## src/rtl/axis_forwarder_pkg.sv

```systemverilog
// Shared definitions for the forwarder and the filter-tree blocks:
// FSM encoding, default sizes and the packet-length width derivation.
package axis_forwarder_pkg;

    typedef enum logic [1:0] {
        IDLE,
        STREAM,
        DONE,
        HOLD
    } fwd_state_e;

    localparam int SNOOP_FWD_ADDR_WIDTH_DEF = 9;
    localparam int DATA_WIDTH_DEF           = 64;
    localparam int FIFO_DEPTH_DEF           = 4;

    // A length of 2^addr_width words needs one bit more than the address.
    function automatic int plen_width(input int addr_width);
        return addr_width + 1;
    endfunction

endpackage

```

## src/rtl/axis_forwarder_if.sv

```systemverilog
// Forwarder-side bundle: packet handoff from the tree root, packet-memory
// read port and the AXI4-Stream master output.
interface axis_forwarder_if
    import axis_forwarder_pkg::*;
#(
    parameter int SNOOP_FWD_ADDR_WIDTH = SNOOP_FWD_ADDR_WIDTH_DEF,
    parameter int DATA_WIDTH           = DATA_WIDTH_DEF,
    parameter int PLEN_WIDTH           = plen_width(SNOOP_FWD_ADDR_WIDTH)
) ();

    logic                            ready_for_forwarder;
    logic [PLEN_WIDTH-1:0]           len_to_forwarder;
    logic [SNOOP_FWD_ADDR_WIDTH-1:0] forwarder_rd_addr;
    logic                            forwarder_rd_en;
    logic [DATA_WIDTH-1:0]           forwarder_rd_data;
    logic                            forwarder_done;
    logic [DATA_WIDTH-1:0]           m_axis_tdata;
    logic                            m_axis_tvalid;
    logic                            m_axis_tlast;
    logic                            m_axis_tready;

    modport master (
        input  ready_for_forwarder, len_to_forwarder, forwarder_rd_data, m_axis_tready,
        output forwarder_rd_addr, forwarder_rd_en, forwarder_done,
               m_axis_tdata, m_axis_tvalid, m_axis_tlast
    );

    modport slave (
        output ready_for_forwarder, len_to_forwarder, forwarder_rd_data, m_axis_tready,
        input  forwarder_rd_addr, forwarder_rd_en, forwarder_done,
               m_axis_tdata, m_axis_tvalid, m_axis_tlast
    );

endinterface

```

## src/rtl/axis_forwarder_fwd_out_fifo.sv

```systemverilog
// Small synchronous output FIFO; the head entry is visible combinationally
// so the stream side can present it the cycle after it is written.
module fwd_out_fifo #(
    parameter int DEPTH = 4,
    parameter int WIDTH = 65
) (
    input  logic                     clk_i,
    input  logic                     rst_ni,
    input  logic                     push_i,
    input  logic [WIDTH-1:0]         data_i,
    input  logic                     pop_i,
    output logic [WIDTH-1:0]         data_o,
    output logic [$clog2(DEPTH):0]   count_o,
    output logic                     empty_o,
    output logic                     full_o
);

    localparam int PTR_W = $clog2(DEPTH);

    logic [WIDTH-1:0] mem_q [DEPTH];
    logic [PTR_W-1:0] wr_ptr_q, wr_ptr_d;
    logic [PTR_W-1:0] rd_ptr_q, rd_ptr_d;
    logic [PTR_W:0]   count_q, count_d;

    always_comb begin
        wr_ptr_d = wr_ptr_q;
        rd_ptr_d = rd_ptr_q;
        count_d  = count_q;
        if (push_i) wr_ptr_d = wr_ptr_q + PTR_W'(1);
        if (pop_i)  rd_ptr_d = rd_ptr_q + PTR_W'(1);
        case ({push_i, pop_i})
            2'b10:   count_d = count_q + (PTR_W+1)'(1);
            2'b01:   count_d = count_q - (PTR_W+1)'(1);
            default: count_d = count_q;
        endcase
    end

    always_ff @(posedge clk_i) begin
        if (!rst_ni) begin
            wr_ptr_q <= '0;
            rd_ptr_q <= '0;
            count_q  <= '0;
        end else begin
            wr_ptr_q <= wr_ptr_d;
            rd_ptr_q <= rd_ptr_d;
            count_q  <= count_d;
        end
    end

    // Storage is deliberately left out of reset; emptiness is tracked by count_q.
    always_ff @(posedge clk_i) begin
        if (push_i) mem_q[wr_ptr_q] <= data_i;
    end

    assign data_o  = mem_q[rd_ptr_q];
    assign count_o = count_q;
    assign empty_o = (count_q == '0);
    assign full_o  = (count_q == (PTR_W+1)'(DEPTH));

endmodule

```

## src/rtl/axis_forwarder.sv

```systemverilog
// Reads an accepted packet out of packet memory and streams it as an
// AXI4-Stream master, then pulses forwarder_done to release the buffer.
module axis_forwarder
    import axis_forwarder_pkg::*;
#(
    parameter int SNOOP_FWD_ADDR_WIDTH = SNOOP_FWD_ADDR_WIDTH_DEF,
    parameter int DATA_WIDTH           = DATA_WIDTH_DEF,
    parameter int PLEN_WIDTH           = plen_width(SNOOP_FWD_ADDR_WIDTH),
    parameter int FIFO_DEPTH           = FIFO_DEPTH_DEF
) (
    input  logic               axi_aclk,
    input  logic               axi_aresetn,
    axis_forwarder_if.master   fwd
);

    localparam int CNT_W = $clog2(FIFO_DEPTH) + 1;

    fwd_state_e            state_q, state_d;
    logic [PLEN_WIDTH-1:0] len_q, len_d;
    logic [PLEN_WIDTH-1:0] rd_ptr_q, rd_ptr_d;
    logic [PLEN_WIDTH-1:0] beat_cnt_q, beat_cnt_d;
    logic                  inflight_q;

    logic                  rd_en;
    logic                  credit_ok;
    logic [CNT_W:0]        occupancy;
    logic                  push_last;
    logic                  pop;
    logic [DATA_WIDTH:0]   fifo_head;
    logic [CNT_W-1:0]      fifo_count;
    logic                  fifo_empty;
    logic                  fifo_full;

    // Credit uses only registered state, so tready never reaches rd_en.
    assign occupancy = {1'b0, fifo_count} + {{CNT_W{1'b0}}, inflight_q};
    assign credit_ok = (occupancy < (CNT_W+1)'(FIFO_DEPTH)) && !fifo_full;
    assign rd_en     = (state_q == STREAM) && (rd_ptr_q < len_q) && credit_ok;
    assign push_last = (beat_cnt_q == len_q - PLEN_WIDTH'(1));
    assign pop       = fwd.m_axis_tvalid && fwd.m_axis_tready;

    fwd_out_fifo #(
        .DEPTH (FIFO_DEPTH),
        .WIDTH (DATA_WIDTH + 1)
    ) u_out_fifo (
        .clk_i   (axi_aclk),
        .rst_ni  (axi_aresetn),
        .push_i  (inflight_q),
        .data_i  ({push_last, fwd.forwarder_rd_data}),
        .pop_i   (pop),
        .data_o  (fifo_head),
        .count_o (fifo_count),
        .empty_o (fifo_empty),
        .full_o  (fifo_full)
    );

    always_comb begin
        state_d    = state_q;
        len_d      = len_q;
        rd_ptr_d   = rd_ptr_q;
        beat_cnt_d = beat_cnt_q;
        if (rd_en)      rd_ptr_d   = rd_ptr_q + PLEN_WIDTH'(1);
        if (inflight_q) beat_cnt_d = beat_cnt_q + PLEN_WIDTH'(1);
        case (state_q)
            IDLE: begin
                if (fwd.ready_for_forwarder) begin
                    len_d      = fwd.len_to_forwarder;
                    rd_ptr_d   = '0;
                    beat_cnt_d = '0;
                    state_d    = (fwd.len_to_forwarder == '0) ? DONE : STREAM;
                end
            end
            STREAM:  if (pop && fifo_head[DATA_WIDTH]) state_d = DONE;
            DONE:    state_d = HOLD;
            HOLD:    state_d = IDLE;
            default: state_d = IDLE;
        endcase
    end

    always_ff @(posedge axi_aclk) begin
        if (!axi_aresetn) begin
            state_q    <= IDLE;
            len_q      <= '0;
            rd_ptr_q   <= '0;
            beat_cnt_q <= '0;
            inflight_q <= 1'b0;
        end else begin
            state_q    <= state_d;
            len_q      <= len_d;
            rd_ptr_q   <= rd_ptr_d;
            beat_cnt_q <= beat_cnt_d;
            inflight_q <= rd_en;
        end
    end

    // Head contents are masked while empty so a flushed FIFO shows zeros.
    assign fwd.forwarder_rd_en   = rd_en;
    assign fwd.forwarder_rd_addr = rd_ptr_q[SNOOP_FWD_ADDR_WIDTH-1:0];
    assign fwd.forwarder_done    = (state_q == DONE);
    assign fwd.m_axis_tvalid     = !fifo_empty;
    assign fwd.m_axis_tdata      = fifo_empty ? '0 : fifo_head[DATA_WIDTH-1:0];
    assign fwd.m_axis_tlast      = !fifo_empty && fifo_head[DATA_WIDTH];

endmodule

```

## src/flat_wrapper.sv

```systemverilog
// flat-port wrapper written by rule: the top's interface ports become plain ports
module axis_forwarder_flat import axis_forwarder_pkg::*;
#(
    parameter int SNOOP_FWD_ADDR_WIDTH = SNOOP_FWD_ADDR_WIDTH_DEF,
    parameter int DATA_WIDTH           = DATA_WIDTH_DEF,
    parameter int PLEN_WIDTH           = plen_width(SNOOP_FWD_ADDR_WIDTH),
    parameter int FIFO_DEPTH           = FIFO_DEPTH_DEF
)
  (axi_aclk, axi_aresetn, fwd_ready_for_forwarder, fwd_len_to_forwarder, fwd_forwarder_rd_data, fwd_m_axis_tready, fwd_forwarder_rd_addr, fwd_forwarder_rd_en, fwd_forwarder_done, fwd_m_axis_tdata, fwd_m_axis_tvalid, fwd_m_axis_tlast);
  axis_forwarder_if #(.SNOOP_FWD_ADDR_WIDTH(SNOOP_FWD_ADDR_WIDTH), .DATA_WIDTH(DATA_WIDTH), .PLEN_WIDTH(PLEN_WIDTH)) fwd_i ();
  input  logic axi_aclk;
  input  logic axi_aresetn;
  input wire logic [$bits(fwd_i.ready_for_forwarder)-1:0] fwd_ready_for_forwarder;
  input wire logic [$bits(fwd_i.len_to_forwarder)-1:0] fwd_len_to_forwarder;
  input wire logic [$bits(fwd_i.forwarder_rd_data)-1:0] fwd_forwarder_rd_data;
  input wire logic [$bits(fwd_i.m_axis_tready)-1:0] fwd_m_axis_tready;
  output wire logic [$bits(fwd_i.forwarder_rd_addr)-1:0] fwd_forwarder_rd_addr;
  output wire logic [$bits(fwd_i.forwarder_rd_en)-1:0] fwd_forwarder_rd_en;
  output wire logic [$bits(fwd_i.forwarder_done)-1:0] fwd_forwarder_done;
  output wire logic [$bits(fwd_i.m_axis_tdata)-1:0] fwd_m_axis_tdata;
  output wire logic [$bits(fwd_i.m_axis_tvalid)-1:0] fwd_m_axis_tvalid;
  output wire logic [$bits(fwd_i.m_axis_tlast)-1:0] fwd_m_axis_tlast;
  assign fwd_i.ready_for_forwarder = fwd_ready_for_forwarder;
  assign fwd_i.len_to_forwarder = fwd_len_to_forwarder;
  assign fwd_i.forwarder_rd_data = fwd_forwarder_rd_data;
  assign fwd_i.m_axis_tready = fwd_m_axis_tready;
  assign fwd_forwarder_rd_addr = fwd_i.forwarder_rd_addr;
  assign fwd_forwarder_rd_en = fwd_i.forwarder_rd_en;
  assign fwd_forwarder_done = fwd_i.forwarder_done;
  assign fwd_m_axis_tdata = fwd_i.m_axis_tdata;
  assign fwd_m_axis_tvalid = fwd_i.m_axis_tvalid;
  assign fwd_m_axis_tlast = fwd_i.m_axis_tlast;
  axis_forwarder #(.SNOOP_FWD_ADDR_WIDTH(SNOOP_FWD_ADDR_WIDTH), .DATA_WIDTH(DATA_WIDTH), .PLEN_WIDTH(PLEN_WIDTH), .FIFO_DEPTH(FIFO_DEPTH)) u_core (.axi_aclk(axi_aclk), .axi_aresetn(axi_aresetn), .fwd(fwd_i));
endmodule
```

## config.mk

```make
export PLATFORM = sky130hd
export DESIGN_NAME = axis_forwarder_flat
export DESIGN_NICKNAME = d
export VERILOG_FILES = /design/src/rtl/axis_forwarder_pkg.sv /design/src/rtl/axis_forwarder_if.sv /design/src/rtl/axis_forwarder_fwd_out_fifo.sv /design/src/rtl/axis_forwarder.sv /design/src/flat_wrapper.sv
export SDC_FILE = /design/constraint.sdc
export NUM_CORES = 1
export LEC_CHECK = 0
export CORE_MARGIN = 2
export CORE_UTILIZATION = 35
export DETAILED_ROUTE_END_ITERATION = 7
export HOLD_SLACK_MARGIN = 0.15
export PLACE_DENSITY = 0.53
export SLEW_MARGIN = 30
export SYNTH_ARGS = -nofsm -noshare
export SYNTH_HDL_FRONTEND = slang
export SYNTH_SLANG_ARGS = --single-unit
```

## constraint.sdc

```tcl
create_clock -name axi_aclk -period 2.8 [get_ports axi_aclk]
set_clock_uncertainty 0.05 [all_clocks]
set_input_delay 0.56 -clock axi_aclk [delete_from_list [all_inputs] [get_ports axi_aclk]]
set_output_delay 0.56 -clock axi_aclk [all_outputs]
set_load 0.02 [all_outputs]
```

Word-level counts from Yosys, hierarchy flattened
Memory sizes are Yosys's and may differ from the RTL's. A register that Yosys moved wholly into a read port is not among the register bits.
Index checks and enable logic that the tools add are counted.
{"block": "totals", "latch_bits": 0, "ram_bits": 260, "regBits": 40, "elab_cells": 58, "romBits": 0, "input_bits": 78, "out_inout_bits": 77, "memories": 1}
{"memory": "u_core.u_out_fifo.mem_q", "depth": 4, "width": 65, "read_ports": 1, "rd_clocked_by_memory_dff": 1, "write_ports": 1, "line_no": "axis_forwarder_fwd_out_fifo.sv:20", "rtl": "logic [WIDTH-1:0] mem_q [DEPTH];"}
{"block": "op_classes", "n_mux": 16, "bitwise": 0, "div_mod_pow": 0, "n_reduce_logical": 14, "addsub": 8, "eq_ne": 9, "n_shift": 0, "magnitude_cmp": 2, "multipliers": 0}
{"operator": "64-bit two-way mux", "count": 1}
{"operator": "10-bit two-way mux", "count": 6}
{"operator": "10-bit by 1-bit adder with 10-bit output (second input constant)", "count": 2}
{"operator": "10-bit == test", "count": 1}
{"operator": "10-bit logical NOT", "count": 1}
{"operator": "10-bit < comparator", "count": 1}
{"operator": "2-bit two-way mux", "count": 5}
{"operator": "10-bit by 1-bit subtractor with 10-bit output (second input constant)", "count": 1}
{"operator": "2-bit one-hot mux with 4 select lines", "count": 1}
{"operator": "2-bit == test (second input constant)", "count": 3}
{"operator": "1-bit logical AND", "count": 6}
{"operator": "3-bit one-hot mux with 2 select lines", "count": 1}
{"operator": "2-bit by 1-bit adder with 2-bit output (second input constant)", "count": 2}
{"operator": "3-bit by 1-bit adder with 4-bit output", "count": 1}
{"operator": "2-bit by 1-bit == test with 1-bit output (second input constant)", "count": 2}
{"operator": "4-bit by 3-bit < comparator with 1-bit output (second input constant)", "count": 1}
{"operator": "2-bit inequality test (second input constant)", "count": 2}
{"operator": "2-bit AND reduction", "count": 2}
{"operator": "3-bit by 1-bit adder with 3-bit output (second input constant)", "count": 1}
{"operator": "3-bit == test (second input constant)", "count": 1}
{"operator": "3-bit logical NOT", "count": 1}
{"operator": "3-bit by 1-bit subtractor with 3-bit output (second input constant)", "count": 1}
{"operator": "1-bit logical NOT", "count": 2}
{"operator": "2-bit logical NOT", "count": 1}
{"operator": "2 further kinds", "count": 3}

Logic depth before layout (Yosys ltp)
{"block": "logic_depth", "depth_word": 7, "mapped_depth": 10, "ltp_nobuf": 8}

Modules after synthesis
A second synthesis with hierarchy kept.
{"block": "hier_totals", "hier_cells": 725, "area_unflattened_um2": 12490.7}
{"mod": "fwd_out_fifo", "cells_per_inst": 385, "seq_area_each_um2": 7987.7, "area_per_inst_um2": 9874.5, "n_inst": 1}
{"mod": "axis_forwarder", "cells_per_inst": 340, "seq_area_each_um2": 660.6, "area_per_inst_um2": 2616.3, "n_inst": 1}

Least setup slack after synthesis
No wires, ideal clock.
{"block": "synth_path", "path_type": "register to register", "startpoint": "register u_core.inflight_q", "endpoint": "memory u_core.u_out_fifo.mem_q[0][0], enable pin", "path_stages_with_launch": 3, "arrival_time_ps": 2275, "setup_time_ps": 430, "n_path_buf": 1, "t_required_ps": 2320, "synth_period_minus_slack_ps": 2755, "slack_ps": 45, "cell_sequence": "dfxtp_1 > buf_1 > and2_1"}
{"block": "synth_between", "elab_chain_len": 2}
{"element": "from (decl)", "line_no": "axis_forwarder.sv:22", "rtl": "logic inflight_q;"}
{"element": "from (signal assigned)", "line_no": "axis_forwarder.sv:91", "rtl": "inflight_q <= rd_en;"}
{"element": "1-bit two-way mux", "line_no": "axis_forwarder_fwd_out_fifo.sv:52", "rtl": "if (push_i) mem_q[wr_ptr_q] <= data_i;"}
{"element": "1-bit two-way mux (not written as such)", "line_no": "axis_forwarder_fwd_out_fifo.sv:52"}
{"element": "to (decl)", "line_no": "axis_forwarder_fwd_out_fifo.sv:20"}
No other way between the ends.

==> summary.md <==
| Metric | Value |
|---|---|
| Placed Instances | 1322 |
| Worst-path clk slew | 0.06 ns |
| VDD IR max | 478.6 uV |
| DRC viols | 0 |
| Slew Limit Fails | 0 |
| Final instance area | 15940 sq um |
| Syn_nets | 820 |
| LEAKAGE | 0.005394 uW |
| Chip width | 192.0 um |
| Global-route wire length before repair | 41120 um |
| Post-layout min period | 2.736 ns |
| Post-Synthesis Cell Area | 12380 sq um |
| Final hold violations | 0 |
| GPL Wtd Cong | 0.7686 |
| Top cells by area, synth | edfxtp_1 63%, mux4_2 12%, dfxtp_1 6.8% |
| Crit path capture type | output port |
| Sequential Power Share | 38.7% |
| Core Region | 34710 sq um |
| Post-synth EDFFs | 260 |
| IO buf count | 154 |
| Pwr Density | 851.2 nW/um^2 |
| CTS Root Cell | clkbuf_16 |
| Count leader, synth | edfxtp_1 |
| Share of the synthesized area in the top cell type | 63.09% |
| H-tree Lvls | 2 |
| Total global-route track usage | 14.71% |
| DR iter-0 viols | 427 |
| Post-synthesis cell type count | 50 |
| Number of global-route vias before repair | 7211 |
| CTS tree | built |
| Worst Slack Setup Final | 0.06437 ns |
| Sw frac | 28.36% |
| Clock share of power | 33.5% |
| Commonest cells post-synth | 260 x edfxtp_1, 78 x and2_1, 65 x mux4_2, 42 x dfxtp_1, 34 x nand2_1 |
| Combinational power share | 27.8% |
| Final Setup Violations | 0 |
| Slew Limit Headroom | 62.80% |
| Status | finished clean |
| #FFs+latches synth | 302 |
| Sequential share of the synthesized area | 69.88% |
| Nets@finish | 1020 |
| Int Power | 9719 uW |
| Grt total ovfl | 0 |
| Routed len/inst | 19.23 um |
| Peak fanout along the critical path | 10 |
| Element type at the critical path start | register |
| Die ar. | 36880 sq um |
| Sink Count | 302 |
| Mean Syn Cell Area | 17.19 sq um |
| Mapped Cells | 720 |
| Yosys top cell by area | edfxtp_1 |
| CTS Hold Buffers Added | 0 |
| Max_cap viols | 0 |
| CTS buffer count | 34 |
| Req. time, crit path | 2.19 ns |
| Sw Pwr | 3848 uW |
| Reg2Reg Setup Slack | 0.33 ns |
| Post-DP HPWL | 16540 um |
| IO Pins | 155 |
| Die Y | 192.0 um |
| Via count | 6839 |
| Final Non-Filler Cells | 1403 |
| Skew-Pair Late Insertion Delay | 0.50 ns |
| Max Fclk | 0.3655 GHz |
| Unrepaired setup endpoints after global routing | true |
| Largest net degree at the start of global routing | 43 |
| Antenna violations before repair | 1 |
| Area delta synth->final | 28.78% |
| Ys Warns | 0 |
| Vias per cell | 4.875 |
| Worst slack, placed | 0.06215 ns |
| Clk buf depth | 3 |
| DP Area | 14710 sq um |
| Worst min path class | reg -> reg |
| Slew @ Worst Pin | 0.5439 ns |
| Starting density of the core | 35.65% |
| Iteration count of the initial detailed-routing pass | 4 |
| Critical path class | reg -> out |
| Fraction of registers with async set/reset | 0% |
| Dominant register cell in the synthesized netlist | edfxtp_1 |
| Part of the cycle the worst path needs | 97.70% |
| Final wirelength | 26980 um |
| Row count | 68 |
| Share of cells above drive strength 1 | 24.34% |
| Worst Path Arrival | 2.13 ns |
| Pwr Total | 13570 uW |
| Final ANT Viol Nets | 0 |
## worst paths after layout
check                                        start                        endpoint  cells after the start
worst max-delay path                      register             fwd_m_axis_tdata[0]                      5
worst max register to register     u_core.len_q[1]  u_core.u_out_fifo.mem_q[0][64]                      8
worst min register to register  u_core.rd_ptr_q[9]              u_core.rd_ptr_q[9]                      2
worst min-delay path            u_core.rd_ptr_q[9]              u_core.rd_ptr_q[9]                      2
## worst max-delay path: stages (launching register included)
cell	delay [ns]
dfxtp_4	0.41
buf_12	0.14
buf_16	0.15
mux4_2	0.50
and2_1	0.16
clkdlybuf4s15_2	0.26
## kinds of logic after synthesis
logic type / share of synthesized area (%)
flip-flops: 69.88
AND/OR/NAND/NOR: 8.482
AO/OA/AOI/OAI: 2.619
adder cells (fa/ha/maj): 2.285
buffers and inverters: 2.426
XOR/XNOR: 1.911
multiplexers: 12.40
## power by group through the flow
stage	sequential [uW]	clock [uW]	combinational, uW
after global routing	5270	4860	4110
final	5250	4550	3770
after CTS	5240	4680	3790
after floorplan	5320	0	2200
after global placement	5340	0	3800
after detailed placement	5340	0	3790
## repair_timing
item / CTS / global route
endpoints found under the setup margin: 67 / 34
gates cloned: 2 / 1
setup buffers: 6 / 8
pin swaps: 0 / 1
resized for setup: 116 / 67
## area by class of cell
type	instances	area (sq um)
Inverter	20	75.07
Multi-Input combinational cell	354	3470
Timing Repair Buffer	208	2016
Clock inverter	21	250.2
Sequential cell	302	8656
Antenna cell	3	7.507
Clock buffer	40	894.6
Tap cell	455	569.3
Fill cell	3040	18780
## sequential cells by signal (all words and copies together) (netlist names), named ones only
name	flops
u_core.inflight_q	1
u_core.u_out_fifo.wr_ptr_q	2
u_core.state_q	2
u_core.u_out_fifo.mem_q	260
u_core.beat_cnt_q	10
u_core.u_out_fifo.count_o	3
u_core.u_out_fifo.rd_ptr_q	2
u_core.rd_ptr_q	10
u_core.len_q	10
## cells in the final DEF (no fill, tap or decap), types with 14 or more instances in the layout
cell type,n
xnor2_1,14
nand2_1,34
dfxtp_1,40
clkbuf_16,36
buf_4,37
inv_1,17
dlygate4sd2_1,19
nor2_1,20
mux4_2,65
edfxtp_1,260
clkdlybuf4s50_1,87
clkbuf_2,22
ha_1,20
and2_1,73
## through the flow
stage | TNS (ns) | hold slack, ns | utilization [%]
4_1_cts | -0.2056 | 0.4312 | 45.89
3_5_place_dp | 0 | 0.4260 | 42.37
2_1_floorplan | 0 | 0.3970 | -
6_report | 0 | 0.4328 | 45.91
3_3_place_gp | 0 | 0.4146 | 42.37
5_1_grt | -0.05771 | 0.4454 | 45.89
## per-layer routing
| layer | vias up | part of all wire (%) | track usage, % |
|---|---|---|---|
| met5 | - | 0.041 | 0 |
| met3 | 37 | 5.3 | 3.088 |
| li1 | 3181 | - | - |
| met2 | 155 | 48 | 25.09 |
| met4 | 2 | 2.0 | 3.964 |
| met1 | 3464 | 44 | 19.08 |
Note: power is estimated with default switching activity, not from simulation.
